<file path="src/rtl/jt12_op_wave_pkg.sv">
// Shared constants and table generators for the FM operator waveform pipeline.
package jt12_op_wave_pkg;

    localparam int LATENCY    = 5;             // VIII -> XIII, in enabled cycles
    localparam int NUM_CH_DEF = 6;
    localparam int NUM_SLOTS  = 4 * NUM_CH_DEF;
    localparam int ROM_AW     = 8;
    localparam int ROM_DEPTH  = 256;
    localparam int LS_W       = 12;            // log-sine entry width
    localparam int EXP_W      = 10;            // exp entry width
    localparam int PH_W       = 10;
    localparam int EG_W       = 10;
    localparam int ATT_W      = 13;
    localparam int MAG_W      = 13;
    localparam int RES_W      = 14;
    localparam int FB_W       = 3;
    localparam int CH_W       = 3;

    localparam real PI = 3.14159265358979323846;

    // Sideband that rides along with each slot through the pipeline
    typedef struct packed {
        logic            sgn;
        logic            op1;
        logic [CH_W-1:0] ch;
    } slot_tag_t;

    // Quarter-wave log-sine: -log2(sin) in 4.8 fixed point, sampled at bin centres
    function automatic logic [LS_W-1:0] logsin_calc(input int i);
        real s;
        s = $sin((real'(i) + 0.5) / real'(ROM_DEPTH) * PI / 2.0);
        return LS_W'($rtoi(-$ln(s) / $ln(2.0) * 256.0 + 0.5));
    endfunction

    // Fractional part of 2^x as a 0.10 mantissa (implicit leading one added later)
    function automatic logic [EXP_W-1:0] exp_calc(input int j);
        return EXP_W'($rtoi(($pow(2.0, real'(j) / real'(ROM_DEPTH)) - 1.0) * 1024.0 + 0.5));
    endfunction

endpackage

</file>
<file path="src/rtl/jt12_op_wave_if.sv">
// Slot-rate bus between the phase/envelope generators and the operator.
interface jt12_op_wave_if;
    import jt12_op_wave_pkg::*;

    logic              clk_en;
    logic [PH_W-1:0]   phase_VIII;
    logic [PH_W-1:0]   pm_VIII;
    logic [FB_W-1:0]   fb_VIII;
    logic              op1_VIII;
    logic [CH_W-1:0]   ch_VIII;
    logic [EG_W-1:0]   eg_atten_IX;
    logic [RES_W-1:0]  op_result_XIII;

    modport master (
        output clk_en, phase_VIII, pm_VIII, fb_VIII, op1_VIII, ch_VIII, eg_atten_IX,
        input  op_result_XIII
    );

    modport slave (
        input  clk_en, phase_VIII, pm_VIII, fb_VIII, op1_VIII, ch_VIII, eg_atten_IX,
        output op_result_XIII
    );
endinterface

</file>
<file path="src/rtl/jt12_logexp.sv">
// Log-sine and exp lookup tables with registered read ports.
module jt12_logexp
    import jt12_op_wave_pkg::*;
(
    input  logic              clk,
    input  logic              rst,
    input  logic              en,
    input  logic [ROM_AW-1:0] ls_addr,
    input  logic [ROM_AW-1:0] exp_addr,
    output logic [LS_W-1:0]   ls_q,
    output logic [EXP_W-1:0]  exp_q
);

    logic [LS_W-1:0]  ls_rom  [ROM_DEPTH];
    logic [EXP_W-1:0] exp_rom [ROM_DEPTH];
    logic [LS_W-1:0]  ls_d;
    logic [EXP_W-1:0] exp_d;

    for (genvar i = 0; i < ROM_DEPTH; i++) begin : g_rom
        assign ls_rom[i]  = logsin_calc(i);
        assign exp_rom[i] = exp_calc(i);
    end

    // Table lookup feeding the output registers
    always_comb begin
        ls_d  = ls_rom[ls_addr];
        exp_d = exp_rom[exp_addr];
    end

    // Read registers advance with the slot clock enable
    always_ff @(posedge clk) begin
        if (rst) begin
            ls_q  <= '0;
            exp_q <= '0;
        end else if (en) begin
            ls_q  <= ls_d;
            exp_q <= exp_d;
        end
    end

endmodule

</file>
<file path="src/rtl/jt12_op_wave.sv">
// FM operator: phase -> log-sine -> attenuation -> exp -> signed sample,
// five slot-rate stages (VIII..XIII) plus operator-1 self-feedback history.
module jt12_op_wave
    import jt12_op_wave_pkg::*;
#(
    parameter int num_ch = NUM_CH_DEF
) (
    input  logic          clk,
    input  logic          rst,
    jt12_op_wave_if.slave bus
);

    localparam int VW = LATENCY - 1;   // valid bits for stages IX..XII

    // Pipeline state
    logic [VW-1:0]      vld_d, vld_q;
    logic [PH_W-2:0]    ph_ix_d, ph_ix_q;
    slot_tag_t          tag_ix_d, tag_ix_q, tag_x_d, tag_x_q;
    slot_tag_t          tag_xi_d, tag_xi_q, tag_xii_d, tag_xii_q;
    logic [EG_W-1:0]    eg_x_d, eg_x_q;
    logic [4:0]         shift_xi_d, shift_xi_q;
    logic [MAG_W-1:0]   mag_xii_d, mag_xii_q;
    logic [RES_W-1:0]   op_result_d, op_result_q;
    logic [RES_W-1:0]   prev1_d [num_ch];
    logic [RES_W-1:0]   prev1_q [num_ch];
    logic [RES_W-1:0]   prev2_d [num_ch];
    logic [RES_W-1:0]   prev2_q [num_ch];

    // Combinational intermediates
    logic [RES_W-1:0]   fb_p1, fb_p2;
    logic signed [14:0] fb_sum;
    logic [3:0]         fb_sh;
    logic [PH_W-1:0]    fb_term, ph_sum;
    logic [ROM_AW-1:0]  ls_addr, exp_addr;
    logic [LS_W-1:0]    ls_data;
    logic [EXP_W-1:0]   exp_data;
    logic [ATT_W-1:0]   att;
    logic [RES_W-1:0]   res;

    jt12_logexp u_logexp (
        .clk      (clk),
        .rst      (rst),
        .en       (bus.clk_en),
        .ls_addr  (ls_addr),
        .exp_addr (exp_addr),
        .ls_q     (ls_data),
        .exp_q    (exp_data)
    );

    // Stage datapaths, next-state and feedback history update
    always_comb begin
        vld_d       = vld_q;
        ph_ix_d     = ph_ix_q;
        tag_ix_d    = tag_ix_q;
        tag_x_d     = tag_x_q;
        tag_xi_d    = tag_xi_q;
        tag_xii_d   = tag_xii_q;
        eg_x_d      = eg_x_q;
        shift_xi_d  = shift_xi_q;
        mag_xii_d   = mag_xii_q;
        op_result_d = op_result_q;
        prev1_d     = prev1_q;
        prev2_d     = prev2_q;

        // VIII: history of this channel; out-of-range channels read zero
        fb_p1 = '0;
        fb_p2 = '0;
        for (int c = 0; c < num_ch; c++) begin
            if (int'(bus.ch_VIII) == c) begin
                fb_p1 = prev1_q[c];
                fb_p2 = prev2_q[c];
            end
        end
        fb_sum  = {fb_p1[RES_W-1], fb_p1} + {fb_p2[RES_W-1], fb_p2};
        fb_sh   = 4'd10 - {1'b0, bus.fb_VIII};
        fb_term = (bus.op1_VIII && bus.fb_VIII != '0) ? PH_W'(fb_sum >>> fb_sh) : '0;
        ph_sum  = bus.phase_VIII + bus.pm_VIII + fb_term;

        // IX: fold the second quarter back onto the table
        ls_addr = ph_ix_q[8] ? ~ph_ix_q[7:0] : ph_ix_q[7:0];

        // X: total attenuation in log domain; low byte selects the mantissa
        att      = {1'b0, ls_data} + {1'b0, eg_x_q, 2'b00};
        exp_addr = ~att[7:0];

        // XII: signed result; a zero magnitude stays zero when negated
        res = {1'b0, mag_xii_q};
        if (tag_xii_q.sgn) res = -res;

        if (bus.clk_en) begin
            vld_d     = {vld_q[VW-2:0], 1'b1};
            ph_ix_d   = ph_sum[PH_W-2:0];
            tag_ix_d  = '{sgn: ph_sum[PH_W-1], op1: bus.op1_VIII, ch: bus.ch_VIII};
            tag_x_d   = tag_ix_q;
            eg_x_d    = bus.eg_atten_IX;
            tag_xi_d  = tag_x_q;
            shift_xi_d = att[12:8];
            tag_xii_d = tag_xi_q;
            mag_xii_d = {1'b1, exp_data, 2'b00} >> shift_xi_q;
            op_result_d = vld_q[VW-1] ? res : '0;
            // Operator-1 results become the channel's feedback history
            if (vld_q[VW-1] && tag_xii_q.op1) begin
                for (int c = 0; c < num_ch; c++) begin
                    if (int'(tag_xii_q.ch) == c) begin
                        prev2_d[c] = prev1_q[c];
                        prev1_d[c] = res;
                    end
                end
            end
        end
    end

    // State registers; reset flushes in-flight slots and the history
    always_ff @(posedge clk) begin
        if (rst) begin
            vld_q       <= '0;
            ph_ix_q     <= '0;
            tag_ix_q    <= '0;
            tag_x_q     <= '0;
            tag_xi_q    <= '0;
            tag_xii_q   <= '0;
            eg_x_q      <= '0;
            shift_xi_q  <= '0;
            mag_xii_q   <= '0;
            op_result_q <= '0;
            prev1_q     <= '{default: '0};
            prev2_q     <= '{default: '0};
        end else begin
            vld_q       <= vld_d;
            ph_ix_q     <= ph_ix_d;
            tag_ix_q    <= tag_ix_d;
            tag_x_q     <= tag_x_d;
            tag_xi_q    <= tag_xi_d;
            tag_xii_q   <= tag_xii_d;
            eg_x_q      <= eg_x_d;
            shift_xi_q  <= shift_xi_d;
            mag_xii_q   <= mag_xii_d;
            op_result_q <= op_result_d;
            prev1_q     <= prev1_d;
            prev2_q     <= prev2_d;
        end
    end

    assign bus.op_result_XIII = op_result_q;

endmodule

</file>
<file path="src/flat_wrapper.sv">
// flat-port wrapper written by rule: the top's interface ports become plain ports
module jt12_op_wave_flat import jt12_op_wave_pkg::*;
#(
    parameter int num_ch = NUM_CH_DEF
)
  (clk, rst, bus_clk_en, bus_phase_VIII, bus_pm_VIII, bus_fb_VIII, bus_op1_VIII, bus_ch_VIII, bus_eg_atten_IX, bus_op_result_XIII);
  jt12_op_wave_if bus_i ();
  input  logic clk;
  input  logic rst;
  input wire logic [$bits(bus_i.clk_en)-1:0] bus_clk_en;
  input wire logic [$bits(bus_i.phase_VIII)-1:0] bus_phase_VIII;
  input wire logic [$bits(bus_i.pm_VIII)-1:0] bus_pm_VIII;
  input wire logic [$bits(bus_i.fb_VIII)-1:0] bus_fb_VIII;
  input wire logic [$bits(bus_i.op1_VIII)-1:0] bus_op1_VIII;
  input wire logic [$bits(bus_i.ch_VIII)-1:0] bus_ch_VIII;
  input wire logic [$bits(bus_i.eg_atten_IX)-1:0] bus_eg_atten_IX;
  output wire logic [$bits(bus_i.op_result_XIII)-1:0] bus_op_result_XIII;
  assign bus_i.clk_en = bus_clk_en;
  assign bus_i.phase_VIII = bus_phase_VIII;
  assign bus_i.pm_VIII = bus_pm_VIII;
  assign bus_i.fb_VIII = bus_fb_VIII;
  assign bus_i.op1_VIII = bus_op1_VIII;
  assign bus_i.ch_VIII = bus_ch_VIII;
  assign bus_i.eg_atten_IX = bus_eg_atten_IX;
  assign bus_op_result_XIII = bus_i.op_result_XIII;
  jt12_op_wave #(.num_ch(num_ch)) u_core (.clk(clk), .rst(rst), .bus(bus_i));
endmodule
</file>
<file path="config.mk">
export PLATFORM = sky130hd
export DESIGN_NAME = jt12_op_wave_flat
export DESIGN_NICKNAME = d
export VERILOG_FILES = /design/src/rtl/jt12_op_wave_pkg.sv /design/src/rtl/jt12_op_wave_if.sv /design/src/rtl/jt12_logexp.sv /design/src/rtl/jt12_op_wave.sv /design/src/flat_wrapper.sv
export SDC_FILE = /design/constraint.sdc
export NUM_CORES = 1
export LEC_CHECK = 0
export ABC_AREA = 1
export CORE_MARGIN = 3
export CORE_UTILIZATION = 50
export CTS_CLUSTER_DIAMETER = 100
export DETAILED_ROUTE_END_ITERATION = 8
export PLACE_DENSITY_LB_ADDON = 0.1
export SYNTH_ARGS = -nofsm -noshare
export SYNTH_HDL_FRONTEND = slang
export SYNTH_SLANG_ARGS = --single-unit
</file>
<file path="constraint.sdc">
create_clock -name clk -period 11.4 [get_ports clk]
set_input_delay 1.71 -clock clk [delete_from_list [all_inputs] [get_ports clk]]
set_output_delay 1.71 -clock clk [all_outputs]
set_load 0.005 [all_outputs]
</file>
==> impl_metrics.ini <==
[cts]
htree_levels = 1
root_buffer = clkbuf_16
insertion_delay_ns = 0.56
holdBufCountCts = 0
cts_sinks = 265
numCtsBuffers = 29
cts_setup_buffers = 0
path_clk_slew_ns = 0.06
tritoncts = yes
cts.path.max_buffers = 3
cts_resized = 0

[synth]
synth_cell_type_count = 69
seq_area_frac_synth_pct = 30.2
synth_edf_count = 0
syn-num-nets = 2795
synth_warnings = 0
ys_ff_latch = 265
synthMuxAreaShare_pct = 0.171
netlist_area_um2 = 17500
synth_fa_ha_area_share_pct = 5.79
synth-simple-area-share_pct = 23.3
synthArstFlopShare_pct = 0
synthFlopType = dfxtp_1
synth_xor_xnor_area_share_pct = 2.85
synth_compound_area_share_pct = 26.9
avgSynthCellArea_um2 = 6.54
synth_top_family_by_area = compound AO/OA/AOI/OAI gates
syn_inst = 2681

[place]
place_hpwl_um = 39800
gpl.final_weighted_congestion = 0.957
io_buffers = 53

[global_route]
grtUsageTotal_pct = 28.6
grt_max_degree = 101
antenna_found_initial = 2
grt.busiest_layer = met1
grtUsageMet1_pct = 44.1
grt_util_met2_pct = 42.2
grtUsageMet3_pct = 4.05
grt_overflow = 0
grt_pass1_vias = 16400
grt_pass1_wl_um = 89800

[drt]
antenna_left = 0
wire_per_inst_um = 18.2
vias_per_cell = 5.83
drc = 0
dr.pass1.iters = 6
drtIter0Drc = 1965
finalWirelength_um = 56700
num_vias = 18100

[sta]
slew-limit-headroom_pct = 15.5
clock_skew_ns = 0.0286
max_freq_mhz = 124
finalSetupTns_ns = 0
max_slew.worst_pin.slew_ns = 1.26
rsz0062_at_grt = false
whs_ns = 0.457
setup_viol = 0
finalHoldViolCount = 0
post-route-period-util_pct = 70.8
slew_violations = 0
min_period_ns = 8.07

[worst_hold_path]
hp-start = u_core.prev2_q[30]$_SDFFE_PP0P_
hold_path_depth = 2
hp-class = register to register
min_to = u_core.prev2_q[30]$_SDFFE_PP0P_

[cells_and_area]
seq_area_um2 = 5310
syn2layout_area_growth_pct = 9.38
multi_input_area_um2 = 10400
drive_above_1_share_pct = 5.86
nFillCells = 3342
fin_nets = 2755

[floorplan]
ioPinCount = 54
core.rowCount = 67
die_area_um2 = 37400
chipWidth_um = 193
start_util_pct = 51.6
core-area_um2 = 34000
die_h_um = 193

[setup_path]
slowest_stage = nand3_1
crit-reg2reg-capture = u_core.tag_ix_q[4]$_SDFFE_PP0P_
required_ns = 11.84
cpPeakStageDelay_ns = 0.89
timing.reg2reg.setup_slack_ns = 5.98
ff2ff_path_depth = 34
crit_family = simple AND/OR/NAND/NOR gates
cp-start-kind = input pin
crit_type = input pin to register
critPathBufInv = 8
arrival_ns = 8.51
cp_num_cells = 36
cp_max_fo = 28
r2r_start = u_core.prev1_q[70]$_SDFFE_PP0P_
crit_path_end_kind = register

[run_status]
status = complete, no violations

[run]
maxCapViolCount = 0

[power]
p_leak_nw = 8.62
p_per_area_nw_per_um2 = 187
peakVddDrop_mv = 0.129
metal layers:
layer / wire, µm / part of all wire, %
met2: 23800 / 42
met3: 4790 / 8.4
met1: 27000 / 48
met5: 34 / 0.060
met4: 1170 / 2.1
synthesized netlist by cell type, types with 3 or more instances:
| master | n | area, µm² |
|---|---|---|
| nand2_1 | 450 | 1690 |
| o21ai_0 | 378 | 1890 |
| inv_1 | 302 | 1130 |
| nor2_1 | 301 | 1130 |
| a21oi_1 | 282 | 1410 |
| dfxtp_1 | 265 | 5310 |
| nand3_1 | 130 | 651 |
| clkbuf_1 | 103 | 387 |
| ha_1 | 62 | 776 |
| o211ai_1 | 54 | 405 |
| o21ai_1 | 29 | 145 |
| xor2_1 | 23 | 201 |
| buf_2 | 21 | 105 |
| inv_2 | 20 | 75.1 |
| nand4_1 | 20 | 125 |
| o22ai_1 | 20 | 125 |
| a221oi_1 | 18 | 158 |
| nand2_2 | 16 | 100 |
| a31oi_1 | 15 | 93.8 |
| nor3_1 | 15 | 75.1 |
| buf_1 | 13 | 48.8 |
| fa_1 | 12 | 240 |
| o221ai_1 | 11 | 96.3 |
| xnor2_1 | 11 | 96.3 |
| o2111ai_1 | 8 | 70.1 |
| clkinv_1 | 7 | 26.3 |
| nor2_4 | 7 | 78.8 |
| nor2_2 | 5 | 31.3 |
| nor3_2 | 5 | 50.1 |
| o31ai_1 | 5 | 37.5 |
| a22oi_1 | 4 | 30.0 |
| a32oi_1 | 4 | 35.0 |
| buf_6 | 4 | 45.0 |
| nand3b_1 | 4 | 30.0 |
| xnor2_4 | 4 | 110 |
| and2_1 | 3 | 18.8 |
| mux2i_1 | 3 | 30.0 |
| nand2_4 | 3 | 33.8 |
| o311ai_1 | 3 | 26.3 |
| or2_2 | 3 | 18.8 |
report_power, final:
group          total, mW  internal (mW)  switching (mW)
combinational       1.58          0.469            1.11
sequential          1.01          0.970          0.0444
clock              0.994          0.597           0.398
total               3.58           2.04            1.55
placed cells by master, fill, tap and decap left out, types with 51 or more instances in the layout:
cell type	synthesis	layout
o21ai_0	378	378
nand3_1	130	130
dfxtp_1	265	265
o211ai_1	54	54
clkdlybuf4s50_1	0	51
inv_1	302	301
nand2_1	450	450
nor2_1	301	297
ha_1	62	62
a21oi_1	282	282
through the flow:
| stage | utilization [%] | worst slack (ns) | power, mW | std cells | area [µm²] |
|---|---|---|---|---|---|
| floorplan | - | 4.80 | 2.14 | 2681 | 17500 |
| global placement | 53.4 | 2.98 | 2.57 | 3058 | 18200 |
| detailed placement | 53.4 | 2.83 | 2.55 | 3058 | 18200 |
| CTS | 56.4 | 3.38 | 3.55 | 3111 | 19200 |
| global route | 56.4 | 2.75 | 3.78 | 3111 | 19200 |
| finish | 56.4 | 3.33 | 3.58 | 3112 | 19200 |
kinds of logic (layout without fill, tap and decap cells):
kind of cell | Yosys count | after routing
AND/OR/NAND/NOR | 968 | 968
AO/OA/AOI/OAI | 852 | 852
buffers and inverters | 476 | 458
flip-flops | 265 | 265
adder cells (fa/ha/maj) | 74 | 74
XOR/XNOR | 43 | 43
multiplexers | 3 | 3
other | 0 | 1
registers in the layout (all words and copies together) (netlist names):
name and count:
u_core.tag_xii_q 5, u_core.u_logexp.exp_q 10, u_core.mag_xii_q 13, u_core.bus.op_result_XIII 14, u_core.ph_ix_q 9, u_core.tag_xi_q 5, u_core.eg_x_q 10, u_core.u_logexp.ls_q 12
u_core.vld_q 4, u_core.shift_xi_q 5, u_core.prev1_q 84, u_core.prev2_q 84, u_core.tag_ix_q 5, u_core.tag_x_q 5
worst min-delay path, stage by stage, from the launching register on:
cell and delay (ns):
dfxtp_1 0.30, inv_1 0.06, a21oi_1 0.05
layout make-up:
class	count	share of cell area, %
clock buffers	34	3.98
well taps	448	2.92
inverters	331	6.52
flip-flops and latches	265	27.6
multi-input cells	1940	54.1
diodes	1	0.0130
clock inverters	19	1.29
repair buffers	74	3.55
worst max-delay path by stage:
stage                     slack, ns                         endpoint           start
after floorplan                4.80  u_core.tag_ix_q[4]$_SDFFE_PP0P_  bus_ch_VIII[0]
after global placement         2.98  u_core.tag_ix_q[4]$_SDFFE_PP0P_  bus_ch_VIII[0]
after detailed placement       2.83  u_core.tag_ix_q[4]$_SDFFE_PP0P_  bus_ch_VIII[0]
after CTS                      3.38  u_core.tag_ix_q[4]$_SDFFE_PP0P_  bus_ch_VIII[0]
after global routing           2.75  u_core.tag_ix_q[4]$_SDFFE_PP0P_  bus_ch_VIII[0]
final                          3.33  u_core.tag_ix_q[4]$_SDFFE_PP0P_  bus_ch_VIII[0]
No activity file was read; power rests on OpenSTA's default activity.
